==> src/rtl/alu_pkg.sv <==
// Shared definitions for the ALU command sequencer: opcode constants and FSM states.
// Imported by the sequencer top and anything else that decodes ALU opcodes.
package alu_pkg;

  localparam logic [3:0] OpAdd  = 4'd0;
  localparam logic [3:0] OpSub  = 4'd1;
  localparam logic [3:0] OpAnd  = 4'd2;
  localparam logic [3:0] OpOr   = 4'd3;
  localparam logic [3:0] OpXor  = 4'd4;
  localparam logic [3:0] OpNot  = 4'd5;
  localparam logic [3:0] OpLast = 4'd5;

  typedef enum logic [1:0] {
    StIdle = 2'd0,
    StExec = 2'd1,
    StHold = 2'd2
  } state_e;

endpackage

==> src/rtl/alu_cmd_fifo.sv <==
// Command FIFO for the ALU sequencer: power-of-two depth, occupancy-counter based
// full/empty, head entry presented combinationally on rdata.
module alu_cmd_fifo #(
  parameter int unsigned DEPTH = 4,
  parameter int unsigned WIDTH = 72
) (
  input  logic                       clk,
  input  logic                       rst,
  input  logic                       push,
  input  logic [WIDTH-1:0]           wdata,
  input  logic                       pop,
  output logic [WIDTH-1:0]           rdata,
  output logic                       full,
  output logic                       empty,
  output logic [$clog2(DEPTH):0]     count
);

  localparam int unsigned AddrW = $clog2(DEPTH);
  localparam int unsigned CntW  = AddrW + 1;
  localparam logic [CntW-1:0] FullCnt = CntW'(DEPTH);

  logic [WIDTH-1:0] mem [DEPTH];
  logic [AddrW-1:0] wptr_q, rptr_q;
  logic [CntW-1:0]  cnt_q, cnt_d;
  logic             do_push, do_pop;

  assign full    = (cnt_q == FullCnt);
  assign empty   = (cnt_q == '0);
  assign count   = cnt_q;
  assign do_push = push && !full;
  assign do_pop  = pop && !empty;
  assign rdata   = mem[rptr_q];

  always_comb begin
    cnt_d = cnt_q;
    unique case ({do_push, do_pop})
      2'b10:   cnt_d = cnt_q + 1'b1;
      2'b01:   cnt_d = cnt_q - 1'b1;
      default: cnt_d = cnt_q;
    endcase
  end

  // Pointers are exactly log2(DEPTH) bits wide, so increment wraps modulo DEPTH.
  always_ff @(posedge clk or posedge rst) begin
    if (rst) begin
      wptr_q <= '0;
      rptr_q <= '0;
      cnt_q  <= '0;
    end else begin
      if (do_push) wptr_q <= wptr_q + 1'b1;
      if (do_pop)  rptr_q <= rptr_q + 1'b1;
      cnt_q <= cnt_d;
    end
  end

  always_ff @(posedge clk) begin
    if (do_push) mem[wptr_q] <= wdata;
  end

endmodule

==> src/rtl/alu_cmd_sequencer.sv <==
// Queues ALU commands, feeds them one at a time to an external combinational ALU and
// returns each result with its tag over a valid/ready response port.
module alu_cmd_sequencer
  import alu_pkg::*;
#(
  parameter int unsigned DEPTH = 4,
  parameter int unsigned TAG_W = 4
) (
  input  logic                     clk,
  input  logic                     rst,
  input  logic                     cmd_valid,
  output logic                     cmd_ready,
  input  logic [31:0]              cmd_a,
  input  logic [31:0]              cmd_b,
  input  logic [3:0]               cmd_op,
  input  logic [TAG_W-1:0]         cmd_tag,
  output logic [31:0]              alu_a,
  output logic [31:0]              alu_b,
  output logic [3:0]               alu_op,
  input  logic [31:0]              alu_result,
  input  logic                     alu_zero,
  input  logic                     alu_overflow,
  output logic                     rsp_valid,
  input  logic                     rsp_ready,
  output logic [31:0]              rsp_result,
  output logic                     rsp_zero,
  output logic                     rsp_overflow,
  output logic                     rsp_illegal,
  output logic [TAG_W-1:0]         rsp_tag,
  output logic                     busy,
  output logic [$clog2(DEPTH):0]   cmd_count
);

  localparam int unsigned PayloadW = 32 + 32 + 4 + TAG_W;

  state_e state_q, state_d;

  logic [PayloadW-1:0] head;
  logic                fifo_full, fifo_empty, fifo_push, fifo_pop;
  logic                rsp_load, rsp_clear;

  logic [31:0]      alu_a_q, alu_b_q;
  logic [3:0]       alu_op_q;
  logic [TAG_W-1:0] tag_q;
  logic [31:0]      rsp_result_q;
  logic             rsp_valid_q, rsp_zero_q, rsp_overflow_q, rsp_illegal_q;
  logic [TAG_W-1:0] rsp_tag_q;

  // No pass-through when full, even if the head is popped this cycle.
  assign cmd_ready = !fifo_full && !rst;
  assign fifo_push = cmd_valid && cmd_ready;

  alu_cmd_fifo #(
    .DEPTH (DEPTH),
    .WIDTH (PayloadW)
  ) u_fifo (
    .clk   (clk),
    .rst   (rst),
    .push  (fifo_push),
    .wdata ({cmd_a, cmd_b, cmd_op, cmd_tag}),
    .pop   (fifo_pop),
    .rdata (head),
    .full  (fifo_full),
    .empty (fifo_empty),
    .count (cmd_count)
  );

  always_ff @(posedge clk or posedge rst) begin
    if (rst) state_q <= StIdle;
    else     state_q <= state_d;
  end

  always_comb begin
    state_d   = state_q;
    fifo_pop  = 1'b0;
    rsp_load  = 1'b0;
    rsp_clear = 1'b0;
    unique case (state_q)
      StIdle: begin
        if (!fifo_empty) begin
          fifo_pop = 1'b1;
          state_d  = StExec;
        end
      end
      StExec: begin
        rsp_load = 1'b1;
        state_d  = StHold;
      end
      StHold: begin
        if (rsp_ready) begin
          rsp_clear = 1'b1;
          if (!fifo_empty) begin
            fifo_pop = 1'b1;
            state_d  = StExec;
          end else begin
            state_d = StIdle;
          end
        end
      end
      default: state_d = StIdle;
    endcase
  end

  always_ff @(posedge clk or posedge rst) begin
    if (rst) begin
      alu_a_q        <= '0;
      alu_b_q        <= '0;
      alu_op_q       <= '0;
      tag_q          <= '0;
      rsp_valid_q    <= 1'b0;
      rsp_result_q   <= '0;
      rsp_zero_q     <= 1'b0;
      rsp_overflow_q <= 1'b0;
      rsp_illegal_q  <= 1'b0;
      rsp_tag_q      <= '0;
    end else begin
      if (fifo_pop) begin
        {alu_a_q, alu_b_q, alu_op_q, tag_q} <= head;
      end
      if (rsp_load) begin
        rsp_valid_q    <= 1'b1;
        rsp_result_q   <= alu_result;
        rsp_zero_q     <= alu_zero;
        rsp_overflow_q <= alu_overflow;
        rsp_illegal_q  <= (alu_op_q > OpLast);
        rsp_tag_q      <= tag_q;
      end else if (rsp_clear) begin
        rsp_valid_q <= 1'b0;
      end
    end
  end

  assign alu_a        = alu_a_q;
  assign alu_b        = alu_b_q;
  assign alu_op       = alu_op_q;
  assign rsp_valid    = rsp_valid_q;
  assign rsp_result   = rsp_result_q;
  assign rsp_zero     = rsp_zero_q;
  assign rsp_overflow = rsp_overflow_q;
  assign rsp_illegal  = rsp_illegal_q;
  assign rsp_tag      = rsp_tag_q;
  assign busy         = !fifo_empty || (state_q != StIdle);

endmodule

==> config.mk <==
export PLATFORM = sky130hd
export DESIGN_NAME = alu_cmd_sequencer
export DESIGN_NICKNAME = d
export VERILOG_FILES = /design/src/rtl/alu_pkg.sv /design/src/rtl/alu_cmd_fifo.sv /design/src/rtl/alu_cmd_sequencer.sv
export SDC_FILE = /design/constraint.sdc
export NUM_CORES = 1
export LEC_CHECK = 0
export CAP_MARGIN = 20
export CORE_MARGIN = 5
export CORE_UTILIZATION = 55
export CTS_CLUSTER_DIAMETER = 150
export DETAILED_ROUTE_END_ITERATION = 7
export PLACE_DENSITY_LB_ADDON = 0.3
export SLEW_MARGIN = 30
export SYNTH_ARGS = -nofsm -noshare
export SYNTH_HDL_FRONTEND = slang
export SYNTH_SLANG_ARGS = --single-unit
==> constraint.sdc <==
create_clock -name clk -period 5.97 [get_ports clk]
set_clock_uncertainty 0.05 [all_clocks]
set_input_delay 0.597 -clock clk [delete_from_list [all_inputs] [get_ports clk]]
set_output_delay 0.597 -clock clk [all_outputs]
set_load 0.01 [all_outputs]
==> qor.csv <==
stage,metric,value,unit
sta,ratio of final minimum period to clock period,47.6,%
power_and_ir_drop,power density of the placed cells,504,nW/um2
sta,max frequency,352,MHz
route,DRC Markers,0,
worst_hold_path,Worst Hold Launch,rsp_result[26],
cells_and_area,layout cells sized above 1,26.7,%
floorplan,Die X-Extent,176,um
logic_synthesis,sequential element share of the synthesized area,77.4,%
route,Via-to-Cell Ratio,5.54,
worst_hold_path,type of the worst min-delay path,reg2reg,
route,average wire length per cell after detail routing,22.3,um
cells_and_area,number of nets in the layout,1028,
critical_path,nature of the critical path startpoint,register,
cts,cell chosen for the clock root,sky130_fd_sc_hd__clkbuf_16,
cts,number of instances resized during post-cts repair,0,
critical_path,Crit path required time,6070,ps
floorplan,Cell Rows,60,
job,Max Cap Violations,0,
sta,minimum clock period after layout,2840,ps
route,initial detailed-routing violation count,485,
power_and_ir_drop,total design power,9.51,mW
route,length of the first detailed-routing pass in iterations,7,
grt,number of antenna violations at the first check in global routing,2,
cts,CTS tree,yes,
grt,via count of the first global-routing pass,7740,
floorplan,Core Region,27000,um2
critical_path,internal reg-to-reg setup slack,3130,ps
cts,H-tree lvl count,2,
logic_synthesis,synthesized net count,783,
logic_synthesis,dominant cells by area after synthesis,"sky130_fd_sc_hd__edfxtp_1 (57%), sky130_fd_sc_hd__dfrtp_1 (20%), sky130_fd_sc_hd__mux4_2 (11%), sky130_fd_sc_hd__mux2_2 (8.3%), sky130_fd_sc_hd__buf_6 (0.60%)",
cts,total setup buffers inserted after CTS,0,
logic_synthesis,dominant cell type by area after synthesis,sky130_fd_sc_hd__edfxtp_1,
placed_design,cell count after placement,1211,
logic_synthesis,number of warnings issued by yosys,0,
placed_design,DP Area,17700,um2
route,final routed wirelength across all metal layers,28.6,mm
placed_design,post-detailed-placement half-perimeter wirelength,17.6,mm
worst_hold_path,number of stages on the worst hold path,1,
worst_hold_path,Hold EP,rsp_result[26],
cells_and_area,filler cell count,1669,
cells_and_area,area taken by multi-input logic gates,3190,um2
cells_and_area,number of non-filler instances in the completed layout,1285,
cells_and_area,area used by sequential logic in the layout,11700,um2
outcome,run status,completed,
logic_synthesis,Syn Area/Cell,22.6,um2
grt,combined global-route utilization of all metal layers,18.7,%
critical_path,end of the worst register-to-register path,u_fifo.mem[2][42],
sta,Final setup viols,0,
critical_path,largest fanout on the critical path,37,
critical_path,RR Startpoint,u_fifo.count[0],
cells_and_area,post-layout instance area,18900,um2
floorplan,starting utilization of the core area,55.9,%
logic_synthesis,post-synthesis register bit count,409,
grt,largest net degree at the start of global routing,74,
floorplan,Boundary Pins,223,
sta,unrepaired setup endpoints after global routing,false,
logic_synthesis,post-synthesis cell count,667,
critical_path,endpoint arrival time on the critical path,2940,ps
sta,"Slew Viols, Final",0,
floorplan,DIE AREA,30800,um2
cts,worst-case clock buffer depth,3,
cells_and_area,end-of-flow core utilization,70.0,%
critical_path,Worst R2R Path Depth,4,
critical_path,worst setup path category,reg2reg,
power_and_ir_drop,cell leakage power,6.61,nW
logic_synthesis,share of Yosys cell area claimed by the top area cell type,57.4,%
logic_synthesis,mapped cell area,15100,um2
floorplan,die extent in y,176,um
placed_design,routability congestion estimate,0.741,
power_and_ir_drop,maximum vdd drop,0.000277,V
cts,insertion delay of the later-clocked pin in the worst-skew pair,520,ps
route,via count of the routed design,7116,
route,number of routed nets with antenna violations,0,
sta,slew at the pin with the worst max-slew slack,790,ps
cts,sink count of the clock tree,409,
grt,overflow left after global routing,0,
critical_path,kind of end point of the critical path,register,
cells_and_area,synthesis-to-finish area growth,25.2,%
grt,first-pass GRT wire length,44.6,mm
cts,TritonCTS buffer count,40,
cts,CTS clock-pin slew for the worst setup and hold paths,60,ps
logic_synthesis,number of distinct library cells after synthesis,27,
cts,cts hold-fix bufs,0,
sta,hold violation count in the final report,0,
placed_design,port buffer count,222,
sta,sum of negative setup slack,0,ps
sta,worst slew slack as a fraction of its limit,47.3,%
cells by family after synthesis:
logic type                 share of synthesized area, %
xor gates and xnor gates                          0.349
muxes                                              19.1
adders and majority gates                         0.548
AOI/OAI and AO/OA                                 0.299
buffers and inverters                              1.59
and+or+nand+nor                                   0.672
DFF                                                77.4
flip-flops by register name (all words and copies together) (netlist names):
signal,count
u_fifo.mem,288
alu_a,32
alu_b,32
rsp_result,32
alu_op,4
rsp_tag,4
tag_q,4
u_fifo.count,3
state_q,2
u_fifo.rptr_q,2
u_fifo.wptr_q,2
rsp_illegal,1
rsp_overflow,1
rsp_valid,1
rsp_zero,1
layout make-up:
class	count	area share (%)
sequential	409	61.9
multi-input combinational	219	16.9
timing repair buffer	232	12.5
clock buffer	57	5.81
tap	341	2.26
clock inverter	16	0.431
inverter	10	0.225
antenna	1	0.0133
synthesized netlist by cell type, drive strengths merged:
library cell and instances:
nor3 3, mux4 72, a211oi 1, nand2 2, ha 5, a21o 1
buf 27, xor2 4, nor4b 1, clkbuf 2, fa 1, edfxtp 288
xnor2 2, nor2b 1, nor2 4, and2 4, and2b 1, a21oi 5
mux2i 1, inv 10, dfrtp 121, mux2 111
how the worst max path moves through the flow:
stage / from / endpoint / slack (ps) / cells after the start
final: u_fifo.count[0] / u_fifo.mem[2][42] / 3130 / 4
after global routing: u_fifo.count[0] / u_fifo.mem[0][68] / 3010 / 4
after CTS: u_fifo.count[0] / u_fifo.mem[1][30] / 3090 / 4
after detailed placement: rst / u_fifo.mem[0][44] / 2590 / 4
after global placement: rst / u_fifo.mem[2][49] / 2610 / 4
after floorplan: rst / alu_a[0] / 2110 / 1
where the power goes:
part / total [mW] / switching (mW) / leakage, nW / internal (mW)
clock: 2.27 / 0.988 / 0.567 / 1.28
combinational: 3.09 / 1.21 / 2.02 / 1.87
sequential: 4.15 / 0.427 / 4.03 / 3.73
per-stage QoR:
stage / hold slack, ps / setup slack, ps
4_1_cts: 457 / 3090
3_5_place_dp: 444 / 2590
5_1_grt: 475 / 3010
6_report: 452 / 3130
3_3_place_gp: 437 / 2610
2_1_floorplan: 425 / 2110
cell usage in the layout (no fill, tap or decap), types with 5 or more instances in the layout:
cell type / netlist / layout
sky130_fd_sc_hd__a21oi_1: 5 / 5
sky130_fd_sc_hd__dfrtp_1: 121 / 119
sky130_fd_sc_hd__clkbuf_16: 0 / 41
sky130_fd_sc_hd__mux4_2: 72 / 72
sky130_fd_sc_hd__ha_1: 5 / 5
sky130_fd_sc_hd__buf_4: 6 / 6
sky130_fd_sc_hd__inv_1: 10 / 9
sky130_fd_sc_hd__clkinv_1: 0 / 10
sky130_fd_sc_hd__clkbuf_1: 2 / 15
sky130_fd_sc_hd__clkdlybuf4s50_1: 0 / 222
sky130_fd_sc_hd__edfxtp_1: 288 / 288
sky130_fd_sc_hd__mux2_2: 111 / 111
critical path, cell delays in order, from the launching register on:
cell	delay, ps
sky130_fd_sc_hd__dfrtp_1	470
sky130_fd_sc_hd__nor2_1	110
sky130_fd_sc_hd__a211oi_2	570
sky130_fd_sc_hd__and2_4	630
sky130_fd_sc_hd__buf_4	560
layer usage:
layer | part of all wire [%] | global-route usage [%] | wire length, um
met5 | 0.042 | 0 | 12
met4 | 1.5 | 4.48 | 436
met3 | 5.6 | 3.96 | 1610
met2 | 51 | 32.2 | 14700
met1 | 42 | 25.0 | 11900
No activity file was read; power rests on OpenSTA's default activity.
